--- src/rtl/id_ex_stage_if.sv ---
// ID/EX stage bus: decoded instruction from ID, pipeline control, MEM/WB
// forwarding sources, and the forwarded operands going into the ALU.
interface id_ex_stage_if #(
  parameter int DW = 32,
  parameter int RW = 5
);
  // ID side
  logic          id_valid;
  logic [RW-1:0] id_rs;
  logic [RW-1:0] id_rt;
  logic [DW-1:0] id_rs_data;
  logic [DW-1:0] id_rt_data;
  logic [DW-1:0] id_imm;
  logic [3:0]    id_aluco;
  logic          id_alusrc;
  logic [RW-1:0] id_wdest;
  logic          id_regwrite;
  logic          id_memread;
  logic          id_memwrite;
  logic          id_memtoreg;
  // pipeline control
  logic          stall;
  logic          flush;
  // forwarding sources
  logic          mem_regwrite;
  logic [RW-1:0] mem_rd;
  logic [DW-1:0] mem_result;
  logic          wb_regwrite;
  logic [RW-1:0] wb_rd;
  logic [DW-1:0] wb_result;
  // EX side
  logic [DW-1:0] aluin1;
  logic [DW-1:0] aluin2;
  logic [3:0]    aluco;
  logic          ex_valid;
  logic [RW-1:0] ex_wdest;
  logic [DW-1:0] ex_store_data;
  logic          ex_regwrite;
  logic          ex_memread;
  logic          ex_memwrite;
  logic          ex_memtoreg;
  logic          hazard_stall;

  modport master (
    output id_valid, id_rs, id_rt, id_rs_data, id_rt_data, id_imm, id_aluco,
           id_alusrc, id_wdest, id_regwrite, id_memread, id_memwrite, id_memtoreg,
           stall, flush, mem_regwrite, mem_rd, mem_result, wb_regwrite, wb_rd, wb_result,
    input  aluin1, aluin2, aluco, ex_valid, ex_wdest, ex_store_data,
           ex_regwrite, ex_memread, ex_memwrite, ex_memtoreg, hazard_stall
  );

  modport slave (
    input  id_valid, id_rs, id_rt, id_rs_data, id_rt_data, id_imm, id_aluco,
           id_alusrc, id_wdest, id_regwrite, id_memread, id_memwrite, id_memtoreg,
           stall, flush, mem_regwrite, mem_rd, mem_result, wb_regwrite, wb_rd, wb_result,
    output aluin1, aluin2, aluco, ex_valid, ex_wdest, ex_store_data,
           ex_regwrite, ex_memread, ex_memwrite, ex_memtoreg, hazard_stall
  );
endinterface

--- src/rtl/id_ex_stage.sv ---
// ID/EX pipeline register with EX-side operand forwarding from MEM/WB and
// load-use hazard detection (stalls ID, injects a bubble into EX).
module id_ex_stage #(
  parameter int DW = 32,
  parameter int RW = 5
) (
  input  logic           clk,
  input  logic           rst_n,
  id_ex_stage_if.slave   bus
);

  typedef struct packed {
    logic          valid;
    logic [RW-1:0] rs;
    logic [RW-1:0] rt;
    logic [DW-1:0] rs_data;
    logic [DW-1:0] rt_data;
    logic [DW-1:0] imm;
    logic [3:0]    aluco;
    logic          alusrc;
    logic [RW-1:0] wdest;
    logic          regwrite;
    logic          memread;
    logic          memwrite;
    logic          memtoreg;
  } ex_regs_t;

  ex_regs_t      ex_q;
  ex_regs_t      ex_d;
  logic          hazard;
  logic [DW-1:0] fwd_a;
  logic [DW-1:0] fwd_t;

  // Load-use hazard: a load in EX whose destination is read by ID.
  always_comb begin
    hazard = bus.id_valid & ex_q.valid & ex_q.memread & (ex_q.wdest != '0)
           & ((ex_q.wdest == bus.id_rs) | (ex_q.wdest == bus.id_rt));
  end

  // Next EX contents: flush beats stall beats load-use bubble beats capture.
  // A bubble clears everything, including rs/rt, which also disables forwarding
  // so the ALU operands sit at a stable zero.
  always_comb begin
    ex_d = ex_q;
    if (bus.flush) begin
      ex_d = '0;
    end else if (bus.stall) begin
      ex_d = ex_q;
    end else if (hazard) begin
      ex_d = '0;
    end else begin
      ex_d.valid    = bus.id_valid;
      ex_d.rs       = bus.id_rs;
      ex_d.rt       = bus.id_rt;
      ex_d.rs_data  = bus.id_rs_data;
      ex_d.rt_data  = bus.id_rt_data;
      ex_d.imm      = bus.id_imm;
      ex_d.aluco    = bus.id_aluco;
      ex_d.alusrc   = bus.id_alusrc;
      ex_d.wdest    = bus.id_wdest;
      ex_d.regwrite = bus.id_regwrite & bus.id_valid;
      ex_d.memread  = bus.id_memread  & bus.id_valid;
      ex_d.memwrite = bus.id_memwrite & bus.id_valid;
      ex_d.memtoreg = bus.id_memtoreg & bus.id_valid;
    end
  end

  // Stage register; async reset drops whatever was in EX.
  always_ff @(posedge clk or negedge rst_n) begin
    if (!rst_n) begin
      ex_q <= '0;
    end else begin
      ex_q <= ex_d;
    end
  end

  // Operand forwarding: MEM is younger than WB so it wins; r0 never forwards.
  always_comb begin
    fwd_a = ex_q.rs_data;
    if (bus.mem_regwrite && (bus.mem_rd != '0) && (bus.mem_rd == ex_q.rs)) begin
      fwd_a = bus.mem_result;
    end else if (bus.wb_regwrite && (bus.wb_rd != '0) && (bus.wb_rd == ex_q.rs)) begin
      fwd_a = bus.wb_result;
    end

    fwd_t = ex_q.rt_data;
    if (bus.mem_regwrite && (bus.mem_rd != '0) && (bus.mem_rd == ex_q.rt)) begin
      fwd_t = bus.mem_result;
    end else if (bus.wb_regwrite && (bus.wb_rd != '0) && (bus.wb_rd == ex_q.rt)) begin
      fwd_t = bus.wb_result;
    end
  end

  // Store data always takes the forwarded rt, regardless of alusrc.
  assign bus.aluin1        = fwd_a;
  assign bus.aluin2        = ex_q.alusrc ? ex_q.imm : fwd_t;
  assign bus.ex_store_data = fwd_t;
  assign bus.aluco         = ex_q.aluco;
  assign bus.ex_valid      = ex_q.valid;
  assign bus.ex_wdest      = ex_q.wdest;
  assign bus.ex_regwrite   = ex_q.regwrite;
  assign bus.ex_memread    = ex_q.memread;
  assign bus.ex_memwrite   = ex_q.memwrite;
  assign bus.ex_memtoreg   = ex_q.memtoreg;
  assign bus.hazard_stall  = hazard;

endmodule

--- src/flat_wrapper.sv ---
// flat-port wrapper written by rule: the top's interface ports become plain ports
module id_ex_stage_flat 
#(
  parameter int DW = 32,
  parameter int RW = 5
)
  (clk, rst_n, bus_id_valid, bus_id_rs, bus_id_rt, bus_id_rs_data, bus_id_rt_data, bus_id_imm, bus_id_aluco, bus_id_alusrc, bus_id_wdest, bus_id_regwrite, bus_id_memread, bus_id_memwrite, bus_id_memtoreg, bus_stall, bus_flush, bus_mem_regwrite, bus_mem_rd, bus_mem_result, bus_wb_regwrite, bus_wb_rd, bus_wb_result, bus_aluin1, bus_aluin2, bus_aluco, bus_ex_valid, bus_ex_wdest, bus_ex_store_data, bus_ex_regwrite, bus_ex_memread, bus_ex_memwrite, bus_ex_memtoreg, bus_hazard_stall);
  id_ex_stage_if #(.DW(DW), .RW(RW)) bus_i ();
  input  logic clk;
  input  logic rst_n;
  input wire logic [$bits(bus_i.id_valid)-1:0] bus_id_valid;
  input wire logic [$bits(bus_i.id_rs)-1:0] bus_id_rs;
  input wire logic [$bits(bus_i.id_rt)-1:0] bus_id_rt;
  input wire logic [$bits(bus_i.id_rs_data)-1:0] bus_id_rs_data;
  input wire logic [$bits(bus_i.id_rt_data)-1:0] bus_id_rt_data;
  input wire logic [$bits(bus_i.id_imm)-1:0] bus_id_imm;
  input wire logic [$bits(bus_i.id_aluco)-1:0] bus_id_aluco;
  input wire logic [$bits(bus_i.id_alusrc)-1:0] bus_id_alusrc;
  input wire logic [$bits(bus_i.id_wdest)-1:0] bus_id_wdest;
  input wire logic [$bits(bus_i.id_regwrite)-1:0] bus_id_regwrite;
  input wire logic [$bits(bus_i.id_memread)-1:0] bus_id_memread;
  input wire logic [$bits(bus_i.id_memwrite)-1:0] bus_id_memwrite;
  input wire logic [$bits(bus_i.id_memtoreg)-1:0] bus_id_memtoreg;
  input wire logic [$bits(bus_i.stall)-1:0] bus_stall;
  input wire logic [$bits(bus_i.flush)-1:0] bus_flush;
  input wire logic [$bits(bus_i.mem_regwrite)-1:0] bus_mem_regwrite;
  input wire logic [$bits(bus_i.mem_rd)-1:0] bus_mem_rd;
  input wire logic [$bits(bus_i.mem_result)-1:0] bus_mem_result;
  input wire logic [$bits(bus_i.wb_regwrite)-1:0] bus_wb_regwrite;
  input wire logic [$bits(bus_i.wb_rd)-1:0] bus_wb_rd;
  input wire logic [$bits(bus_i.wb_result)-1:0] bus_wb_result;
  output wire logic [$bits(bus_i.aluin1)-1:0] bus_aluin1;
  output wire logic [$bits(bus_i.aluin2)-1:0] bus_aluin2;
  output wire logic [$bits(bus_i.aluco)-1:0] bus_aluco;
  output wire logic [$bits(bus_i.ex_valid)-1:0] bus_ex_valid;
  output wire logic [$bits(bus_i.ex_wdest)-1:0] bus_ex_wdest;
  output wire logic [$bits(bus_i.ex_store_data)-1:0] bus_ex_store_data;
  output wire logic [$bits(bus_i.ex_regwrite)-1:0] bus_ex_regwrite;
  output wire logic [$bits(bus_i.ex_memread)-1:0] bus_ex_memread;
  output wire logic [$bits(bus_i.ex_memwrite)-1:0] bus_ex_memwrite;
  output wire logic [$bits(bus_i.ex_memtoreg)-1:0] bus_ex_memtoreg;
  output wire logic [$bits(bus_i.hazard_stall)-1:0] bus_hazard_stall;
  assign bus_i.id_valid = bus_id_valid;
  assign bus_i.id_rs = bus_id_rs;
  assign bus_i.id_rt = bus_id_rt;
  assign bus_i.id_rs_data = bus_id_rs_data;
  assign bus_i.id_rt_data = bus_id_rt_data;
  assign bus_i.id_imm = bus_id_imm;
  assign bus_i.id_aluco = bus_id_aluco;
  assign bus_i.id_alusrc = bus_id_alusrc;
  assign bus_i.id_wdest = bus_id_wdest;
  assign bus_i.id_regwrite = bus_id_regwrite;
  assign bus_i.id_memread = bus_id_memread;
  assign bus_i.id_memwrite = bus_id_memwrite;
  assign bus_i.id_memtoreg = bus_id_memtoreg;
  assign bus_i.stall = bus_stall;
  assign bus_i.flush = bus_flush;
  assign bus_i.mem_regwrite = bus_mem_regwrite;
  assign bus_i.mem_rd = bus_mem_rd;
  assign bus_i.mem_result = bus_mem_result;
  assign bus_i.wb_regwrite = bus_wb_regwrite;
  assign bus_i.wb_rd = bus_wb_rd;
  assign bus_i.wb_result = bus_wb_result;
  assign bus_aluin1 = bus_i.aluin1;
  assign bus_aluin2 = bus_i.aluin2;
  assign bus_aluco = bus_i.aluco;
  assign bus_ex_valid = bus_i.ex_valid;
  assign bus_ex_wdest = bus_i.ex_wdest;
  assign bus_ex_store_data = bus_i.ex_store_data;
  assign bus_ex_regwrite = bus_i.ex_regwrite;
  assign bus_ex_memread = bus_i.ex_memread;
  assign bus_ex_memwrite = bus_i.ex_memwrite;
  assign bus_ex_memtoreg = bus_i.ex_memtoreg;
  assign bus_hazard_stall = bus_i.hazard_stall;
  id_ex_stage #(.DW(DW), .RW(RW)) u_core (.clk(clk), .rst_n(rst_n), .bus(bus_i));
endmodule
--- config.mk ---
export PLATFORM = sky130hd
export DESIGN_NAME = id_ex_stage_flat
export DESIGN_NICKNAME = d
export VERILOG_FILES = /design/src/rtl/id_ex_stage_if.sv /design/src/rtl/id_ex_stage.sv /design/src/flat_wrapper.sv
export SDC_FILE = /design/constraint.sdc
export NUM_CORES = 1
export LEC_CHECK = 0
export BUFFER_PORTS_ARGS = -buffer_cell sky130_fd_sc_hd__buf_2
export CORE_MARGIN = 2
export CORE_UTILIZATION = 28
export DETAILED_ROUTE_END_ITERATION = 6
export GPL_ROUTABILITY_DRIVEN = 0
export MAX_ROUTING_LAYER = met4
export PLACE_DENSITY = 0.59
export SYNTH_ARGS = -nofsm -noshare
export SYNTH_HDL_FRONTEND = slang
export SYNTH_SLANG_ARGS = --single-unit
--- constraint.sdc ---
create_clock -name clk -period 2.4 [get_ports clk]
set_input_delay 0.12 -clock clk [delete_from_list [all_inputs] [get_ports clk]]
set_output_delay 0.12 -clock clk [all_outputs]
set_load 0.05 [all_outputs]
==> impl_metrics.csv, run 1 <==
group,metric,value,unit
global_route,overflow,0,
sta,tightest_slew,1210,ps
worst_setup_path,critical_path.cell_chain,"xnor2_1, nand4_1, buf_6, buf_12, or3_4, a31oi_4, mux2_4, buf_8",
finish,nets,1550,
global_route,grt.total_usage,24.5,%
drt,post_drt_wl_per_cell,23.5,um
finish,fillCellCount,2538,
sta,finalMaxSlewViolations,0,
finish,area_delta_synth_final,84.3,%
sta,finalClockSkew,18.3,ps
worst_setup_path,path_max_fanout,8,
yosys,synth_nets,1138,
yosys,synth_edf_count,0,
sta,period_share,113,%
yosys,synthesis.yosys.warnings,0,
cts,clockRootBuffer,"clkbuf_16",
pwr,vdd_drop_max,0.476,mV
worst_setup_path,crit_buf_inv,3,
worst_setup_path,cp_data_required_time,2280,ps
finish,drive_gt1_share,52.2,%
drt,drtAntennaViolNets,0,
placement,pre_cts_ws,23.4,ps
sta,slew_headroom,19.5,%
status,violations,"setup timing",
cts,cts_tree,"yes",
global_route,grt_max_degree,233,
yosys,synth_ff_type,"dfrtp_1",
pwr,power_leakage,6.92,nW
placement,io_buffers,311,
global_route,antenna_found_initial,8,
global_route,grt_pass1_vias,9161,
yosys,syn_inst,937,
sta,hold_slack,23.5,ps
worst_setup_path,critPathTopFamily,"simple AND/OR/NAND/NOR gates",
cts,numCtsBuffers,17,
die,dieArea,31800,um2
cts,clkSinkCount,121,
die,rows,63,
hold_path,min_path_type,"in2reg",
drt,totalWireLength,41.4,mm
flow_run,max-cap-violations,0,
cts,clock_latency,430,ps
die,num_io_pins,312,
sta,rsz0062_at_grt,"true",
sta,fin_setup_tns,-13660,ps
worst_setup_path,cpMaxStageDelayCell,"dfrtp_1",
status,status,"finished, violations left",
sta,finalSetupViolCount,96,
sta,clock.fmax,367,MHz
die,coreArea,29800,um2
drt,vias,9458,
sta,setup_ws,-322,ps
worst_setup_path,critPathArrivalTime,2600,ps
sta,period_minus_slack,2720,ps
drt,detail_route.first_pass.iterations,5,
cts,clockBufferDepth,2,
yosys,synth_cell_types,36,
die,dieHeight,178,um
die,start_util,28.6,%
global_route,grt_pass1_wl,56.9,mm
worst_setup_path,critical_path.endpoint_type,"primary output",
worst_setup_path,cp-start-kind,"register",
yosys,ys_ff_latch,121,
placement,hpwl,23.5,mm
cts,cts.clk_slew.worst_paths,70,ps
drt,vias_per_cell,5.37,
worst_setup_path,max_stage_delay,430,ps
cts,htreeDepth,4,
drt,drc,0,
yosys,ys_seq_area_share,35.6,%
die,die_x,178,um
drt,drt_iter0_drc,564,
yosys,ys_async_sr_fraction,100,%
sta,hold_violations,0,
yosys,syn_avg_cell_area,9.08,um2
yosys,netlist_area,8510,um2
pwr,powerDensity,483,nW/um2
worst_setup_path,criticalPathCategory,"reg2out",
[state kept, by name, indices dropped and copies added (netlist names)]
register,flops
u_core.bus.ex_memread,1
u_core.bus.ex_valid,1
u_core.bus.ex_memwrite,1
u_core.bus.aluco,4
u_core.bus.ex_memtoreg,1
u_core.bus.ex_wdest,5
u_core.ex_q,107
u_core.bus.ex_regwrite,1
[cell type report]
cell class	count	area, um2	area share, %
Multi-Input combinational cell	560	6280	40.0
Timing Repair Buffer	503	4740	30.2
Sequential cell	121	3030	19.3
Inverter	146	548	3.49
Tap cell	390	488	3.11
Clock buffer	17	425	2.71
Clock inverter	15	155	0.989
Antenna cell	8	20.0	0.128
[power by group]
group | total (mW) | leakage [nW] | switching [mW] | internal, mW
clock | 2.67 | 0.274 | 1.20 | 1.47
combinational | 2.63 | 5.04 | 1.49 | 1.13
sequential | 2.28 | 1.61 | 0.127 | 2.15
total | 7.58 | 6.92 | 2.82 | 4.76
[synthesized netlist by cell type, drive strengths merged (2+ instances only)]
library cell | instances | area share, %
nand3 | 3 | 0.18
or2 | 2 | 0.15
a21oi | 33 | 1.9
nor2 | 42 | 1.9
dfrtp | 121 | 36
mux2 | 29 | 3.8
a31oi | 29 | 6.2
xor2 | 10 | 1.0
inv | 146 | 6.4
nand2 | 13 | 0.57
or3 | 29 | 2.1
o21ai | 34 | 2.0
a221oi | 3 | 0.31
nand3b | 115 | 10
nand4 | 3 | 0.22
o41ai | 117 | 12
mux2i | 32 | 3.8
o31ai | 3 | 0.26
and3 | 3 | 0.22
nor3 | 31 | 1.8
clkbuf | 71 | 3.1
xnor2 | 20 | 2.1
buf | 39 | 3.0
or4 | 4 | 0.44
o211ai | 2 | 0.29
[per-layer routing]
layer / global-route usage, % / part of all wire (%)
met5: - / 0
met3: 3.71 / 5.5
met1: 33.6 / 44
met2: 36.7 / 46
met4: 8.81 / 4.5
[stage by stage]
step	total power, mW	cells	area (um2)	utilization, %
floorplan	3.43	937	8600	-
global placement	4.08	1555	10600	35.7
detailed placement	4.09	1555	10600	35.7
CTS	7.37	1738	14300	48.2
global route	7.84	1760	15700	52.6
finish	7.58	1760	15700	52.6
[cell usage in the layout, fill, tap and decap left out, types with 13 or more instances in the layout]
cell / netlist / routed
buf_2: 14 / 212
inv_1: 146 / 146
dfrtp_1: 121 / 120
dlygate4sd3_1: 0 / 116
nand3b_1: 115 / 115
buf_6: 3 / 66
o41ai_1: 117 / 63
o41ai_2: 0 / 53
buf_8: 0 / 33
a31oi_4: 20 / 29
buf_12: 2 / 29
buf_4: 10 / 28
or3_4: 0 / 26
mux2i_4: 0 / 22
clkbuf_16: 0 / 22
o21ai_4: 0 / 21
nor3_2: 0 / 20
mux2_4: 0 / 20
nor2_4: 0 / 18
xnor2_1: 20 / 16
a21oi_2: 0 / 16
nor2_1: 42 / 15
a21oi_4: 0 / 15
nand2_1: 13 / 13
buf_16: 0 / 13
[worst reg2reg max path: stages (launching register included)]
cell,delay (ps)
dfrtp_1,420
buf_4,150
or4_1,530
o2111ai_2,240
a21oi_4,60
buf_4,220
buf_16,220
o41ai_1,370
[worst paths after layout]
path	from	endpoint	slack, ps	cells after the start
setup reg to reg	u_core.bus.ex_wdest[0]	u_core.ex_q[98]	40	7
hold / removal	bus_id_rt[1]	u_core.ex_q[111]	20	3
setup / recovery	u_core.ex_q[113]	bus_aluin2[14]	-320	8
max in group asynchronous	rst_n	u_core.ex_q[33]	1450	3
hold reg to reg	u_core.bus.aluco[2]	u_core.bus.aluco[2]	470	2
min in group asynchronous	rst_n	u_core.ex_q[51]	140	2
[cells by family after synthesis]
family | after synthesis | share of synthesized area, %
AO/OA/AOI/OAI | 222 | 23.2
XOR/XNOR | 30 | 3.09
buffers and inverters | 256 | 12.6
flip-flops | 121 | 35.6
multiplexers | 61 | 7.60
AND/OR/NAND/NOR | 247 | 18.0
[what timing repair did]
action,in CTS,in global routing
gates resized for setup,362,206
endpoints found under the setup margin,97,152
gates cloned,13,5
buffers inserted,22,10
pin swaps,69,28
endpoints found under the hold margin,201,0
hold buffers,116,0
No activity file was read; power rests on OpenSTA's default activity.
==> inputs of run 2 (changes only) <==
--- a/config.mk
+++ b/config.mk
@@ -6,7 +6,6 @@
 export NUM_CORES = 1
 export LEC_CHECK = 0
 export BUFFER_PORTS_ARGS = -buffer_cell sky130_fd_sc_hd__buf_2
-export CORE_MARGIN = 2
 export CORE_UTILIZATION = 28
 export DETAILED_ROUTE_END_ITERATION = 6
 export GPL_ROUTABILITY_DRIVEN = 0
==> impl_metrics.csv, run 2 (synthesis gave the netlist of run 1 again) <==
group,metric,value,unit
cts,cts_tree,"yes",
cts,clockRootBuffer,"clkbuf_16",
die,dieHeight,176,um
placement,io_buffers,311,
finish,nets,1537,
finish,area_delta_synth_final,70.0,%
cts,clkSinkCount,121,
hold_path,hold_depth,3,
finish,postLayoutCoreUtil,48.5,%
global_route,antenna_found_initial,11,
die,dieArea,31100,um2
cts,cts.clk_slew.worst_paths,60,ps
die,coreArea,29800,um2
pwr,vdd_drop_max,0.472,mV
finish,final_common_cell,"buf_2",
global_route,overflow,0,
sta,period_minus_slack,2630,ps
drt,drc,0,
worst_setup_path,cp-start-kind,"register",
worst_setup_path,critPathArrivalTime,2510,ps
finish,fillCellCount,2700,
sta,tightest_slew,1180,ps
finish,multiInputGateArea,5340,um2
sta,finalClockSkew,11.9,ps
drt,vias_per_cell,5.26,
finish,drive_gt1_share,45.1,%
sta,hold_violations,0,
drt,vias,9200,
sta,finalSetupViolCount,93,
global_route,grt_pass1_wl,54.8,mm
finish,layout_common_cells,"buf_2, inv_1, dfrtp_1",
sta,setup_ws,-235,ps
worst_setup_path,endpoint,"bus_aluin2[10]",
worst_setup_path,reg2reg_depth,6,
worst_setup_path,criticalPathCategory,"reg2out",
drt,drt_iter0_drc,745,
global_route,grt_pass1_vias,8840,
global_route,grt.total_usage,24.0,%
cts,numCtsBuffers,17,
status,violations,"setup timing",
worst_setup_path,critical_path.endpoint_type,"primary output",
worst_setup_path,r2r_start,"u_core.bus.ex_wdest[0]",
pwr,power_leakage,6.38,nW
worst_setup_path,path_max_fanout,15,
hold_path,min_path_type,"in2reg",
drt,drtAntennaViolNets,0,
finish,regMostFlops,"u_core.ex_q",
sta,fin_setup_tns,-12060,ps
worst_setup_path,cp_data_required_time,2280,ps
global_route,grt_max_degree,122,
cts,htreeDepth,4,
drt,detail_route.first_pass.iterations,7,
sta,slew_headroom,21.6,%
worst_setup_path,crit_start,"u_core.ex_q[111]",
drt,post_drt_wl_per_cell,22.3,um
sta,finalMaxSlewViolations,0,
finish,final-seq-area,3030,um2
die,start_util,28.6,%
status,status,"finished, violations left",
drt,totalWireLength,39.0,mm
cts,clock_latency,420,ps
placement,hpwl,24.6,mm
die,die_x,176,um
finish,largest_register_ff_count,107,
die,num_io_pins,312,
worst_setup_path,reg2reg_to,"u_core.ex_q[118]",
sta,clock.fmax,380,MHz
flow_run,max-cap-violations,0,
pwr,p_total,7.33,mW
worst_setup_path,r2r_setup_slack,100,ps
die,rows,63,
sta,rsz0062_at_grt,"true",
cts,clockBufferDepth,2,
pwr,powerDensity,507,nW/um2
sta,period_share,110,%
==> run 2: changes by cell type in the layout (fill, tap and decap cells not counted), moves of 9 or more <==
cell,change
buf_6,+12
mux2_2,+9
mux2i_1,+10
buf_8,-10
mux2_4,-9
o21ai_4,-18
o21ai_1,+14
mux2i_4,-9
o41ai_2,-51
a21oi_4,-10
o41ai_1,+52
nor2_4,-13
buf_16,-10
==> run 2: per-stage QoR <==
step	hold WS (ps)	cell area, um2	setup slack [ps]	std cells
after floorplan	-176	8600	-52.3	937
after global placement	205	10700	108	1559
after detailed placement	226	10700	101	1559
after CTS	0.991	13600	-196	1720
after global routing	15.4	14500	-317	1749
final	2.53	14500	-235	1749
==> run 2: per-layer routing <==
metal / routed length [um] / vias up / GRT usage, % / part of all wire (%)
met3: 2530 / 78 / 4.89 / 6.5
met5: 0 / - / - / 0
li1: - / 4197 / - / -
met2: 17500 / 415 / 35.0 / 45
met4: 1430 / 0 / 8.19 / 3.7
met1: 17500 / 4510 / 32.7 / 45
==> run 2: how the worst min path moves through the flow <==
stage / startpoint / endpoint / slack (ps)
6_report: bus_id_rs_data[13] / u_core.ex_q[91] / 3
5_1_grt: bus_id_rs[3] / u_core.ex_q[118] / 20
4_1_cts: bus_id_rs_data[13] / u_core.ex_q[91] / 1
3_5_place_dp: rst_n / u_core.ex_q[84] / 230
3_3_place_gp: rst_n / u_core.ex_q[82] / 210
2_1_floorplan: rst_n / u_core.bus.aluco[0] / -180
==> run 2: worst max-delay path, stage by stage (launching register included) <==
cell and delay, ps:
dfrtp_1 430, xnor2_1 200, nand4_1 140, buf_6 180, buf_16 160, or3_4 390, a31oi_4 240, mux2_4 200
buf_8 140
==> run 2: what timing repair did <==
action | 4_1_cts | 5_1_grt
gates resized for setup | 261 | 137
buffers inserted | 14 | 8
hold endpoints to repair | 182 | 0
setup endpoints to repair | 96 | 97
hold buffers | 112 | 0
pin swaps | 18 | 35
gates cloned | 3 | 13
==> run 2: layout make-up <==
class | count | area share [%]
antenna | 10 | 0.173
clock buffer | 18 | 2.97
clock inverter | 14 | 1.11
inverter | 146 | 3.79
multi-input combinational | 561 | 36.9
sequential | 121 | 21.0
tap | 390 | 3.37
timing repair buffer | 489 | 30.7
==> run 2: power by group <==
part           switching (mW)  total [mW]  leakage, nW  internal [mW]
Combinational            1.39        2.42         4.50           1.02
Sequential              0.119        2.27         1.60           2.15
Clock                    1.08        2.64        0.280           1.55
Total                    2.59        7.33         6.38           4.73
==> inputs of run 3 (changes only) <==
--- a/config.mk
+++ b/config.mk
@@ -6,11 +6,13 @@
 export NUM_CORES = 1
 export LEC_CHECK = 0
 export BUFFER_PORTS_ARGS = -buffer_cell sky130_fd_sc_hd__buf_2
-export CORE_UTILIZATION = 28
+export CELL_PAD_IN_SITES_DETAIL_PLACEMENT = 2
+export CELL_PAD_IN_SITES_GLOBAL_PLACEMENT = 2
+export CORE_UTILIZATION = 29
 export DETAILED_ROUTE_END_ITERATION = 6
 export GPL_ROUTABILITY_DRIVEN = 0
 export MAX_ROUTING_LAYER = met4
-export PLACE_DENSITY = 0.59
+export PLACE_DENSITY = 0.9
 export SYNTH_ARGS = -nofsm -noshare
 export SYNTH_HDL_FRONTEND = slang
 export SYNTH_SLANG_ARGS = --single-unit
==> impl_metrics.csv, run 3 (synthesis gave the netlist of run 1 again) <==
group,metric,value,unit
die,dieHeight,173,um
die,die_x,173,um
sta,fin_setup_tns,-38560,ps
drt,drc,0,
finish,drive_gt1_share,51.6,%
global_route,antenna_found_initial,21,
status,violations,"setup timing",
finish,area_delta_synth_final,84.2,%
cts,clockRootBuffer,"clkbuf_16",
die,coreArea,28800,um2
die,start_util,29.6,%
drt,drt_iter0_drc,987,
finish,regMostFlops,"u_core.ex_q",
sta,finalClockSkew,15.3,ps
die,rows,62,
finish,fillCellCount,2757,
global_route,grt_max_degree,110,
sta,tightest_slew,1390,ps
cts,clock_latency,440,ps
worst_setup_path,critical_path.cell_chain,"xnor2_2, nand4_1, buf_6, nor3_1, a31oi_4, mux2_4, buf_8",
placement,io_buffers,311,
cts,htreeDepth,4,
global_route,overflow,0,
global_route,grt.total_usage,37.0,%
drt,vias,10800,
hold_path,min_path_type,"in2reg",
drt,vias_per_cell,6.07,
worst_setup_path,criticalPathCategory,"reg2out",
flow_run,max-cap-violations,0,
finish,final_common_cell,"buf_2",
sta,period_share,124,%
drt,detail_route.first_pass.iterations,5,
die,num_io_pins,312,
worst_setup_path,max_stage_delay,490,ps
worst_setup_path,cp_data_required_time,2280,ps
placement,pre_cts_ws,-124,ps
sta,setup_ws,-572,ps
sta,rsz0062_at_grt,"true",
cts,cts.clk_slew.worst_paths,70,ps
cts,numCtsBuffers,17,
finish,nets,1555,
status,status,"finished, violations left",
worst_setup_path,cp-start-kind,"register",
drt,post_drt_wl_per_cell,36.3,um
sta,slew_headroom,7.46,%
placement,hpwl,28.2,mm
worst_setup_path,cpMaxStageDelayCell,"dfrtp_2",
sta,finalSetupViolCount,115,
sta,clock.fmax,336,MHz
worst_setup_path,critical_path.endpoint_type,"primary output",
pwr,p_total,7.87,mW
drt,drtAntennaViolNets,0,
die,dieArea,30000,um2
cts,clockBufferDepth,2,
sta,hold_violations,0,
sta,hold_slack,27.9,ps
worst_setup_path,critPathArrivalTime,2850,ps
sta,finalMaxSlewViolations,0,
sta,period_minus_slack,2970,ps
worst_setup_path,critPathTopFamily,"simple AND/OR/NAND/NOR gates",
finish,largest_register_ff_count,107,
pwr,vdd_drop_max,0.481,mV
pwr,power_leakage,6.81,nW
finish,postLayoutCoreUtil,54.5,%
global_route,grt_pass1_wl,79.4,mm
worst_setup_path,path_max_fanout,21,
drt,totalWireLength,64.4,mm
worst_setup_path,crit_buf_inv,2,
pwr,powerDensity,502,nW/um2
cts,cts_tree,"yes",
cts,clkSinkCount,121,
finish,layout_common_cells,"buf_2, inv_1, dfrtp_1",
global_route,grt_pass1_vias,11300,
run 3: changes by cell type in the layout (fill, tap and decap cells not counted), sizes merged, moves of 2 or more:
cell | before | now
clkbuf | 28 | 19
buf | 367 | 390
dlygate4sd3 | 112 | 114
inv | 152 | 154
diode | 10 | 26
bufinv | 2 | 0
run 3: timing repair:
| item | CTS | global route |
|---|---|---|
| pin swaps | 51 | 43 |
| setup endpoints to repair | 110 | 169 |
| hold endpoints to repair | 159 | 0 |
| resized for setup | 348 | 230 |
| cloned | 16 | 3 |
| hold buffers | 114 | 0 |
| buffers inserted | 17 | 20 |
run 3: path summary, 6_finish.rpt:
| path | depth (start not counted) | startpoint | slack (ps) | end |
|---|---|---|---|---|
| max reg2reg | 7 | u_core.bus.ex_wdest[0] | -230 | u_core.ex_q[69] |
| min | 3 | bus_id_rs_data[23] | 30 | u_core.ex_q[101] |
| min in group asynchronous | 2 | rst_n | 230 | u_core.ex_q[110] |
| max in group asynchronous | 3 | rst_n | 1410 | u_core.ex_q[42] |
| min reg2reg | 2 | u_core.bus.aluco[3] | 490 | u_core.bus.aluco[3] |
| max | 7 | u_core.ex_q[114] | -570 | bus_aluin2[10] |
run 3: final cells by class:
class                   instances  area [um2]  share of cell area (%)
multi-input cells             561        6190                    39.5
repair buffers                507        4800                    30.6
flip-flops and latches        121        3030                    19.4
inverters                     146         548                    3.50
well taps                     384         480                    3.06
clock buffers                  17         425                    2.71
clock inverters                15         131                   0.838
diodes                         26        65.1                   0.415
run 3: layer usage:
layer	global-route usage [%]	up-vias	part of all wire, %
met1	41.3	5504	37
met2	60.4	733	49
met5	-	-	0
met3	7.28	298	6.6
met4	24.0	0	7.7
li1	-	4246	-
run 3: report_power, final:
group          total (mW)  internal (mW)  switching (mW)  leakage (nW)
clock                2.66           1.36            1.30         0.267
combinational        2.88           1.17            1.71          4.94
sequential           2.33           2.15           0.174          1.60
total                7.87           4.68            3.18          6.81
run 3: metrics by stage:
step | std cells | cell area, um2
6_report | 1777 | 15700
5_1_grt | 1776 | 15700
4_1_cts | 1731 | 14400
3_5_place_dp | 1552 | 10700
3_3_place_gp | 1552 | 10700
2_1_floorplan | 937 | 8600
run 3: worst register-to-register path: stages, from the launching register on:
cell and delay, ps:
dfrtp_1 440, buf_4 180, or4_4 550, o2111ai_4 280
a21oi_4 90, buf_6 190, buf_12 200, o41ai_1 530
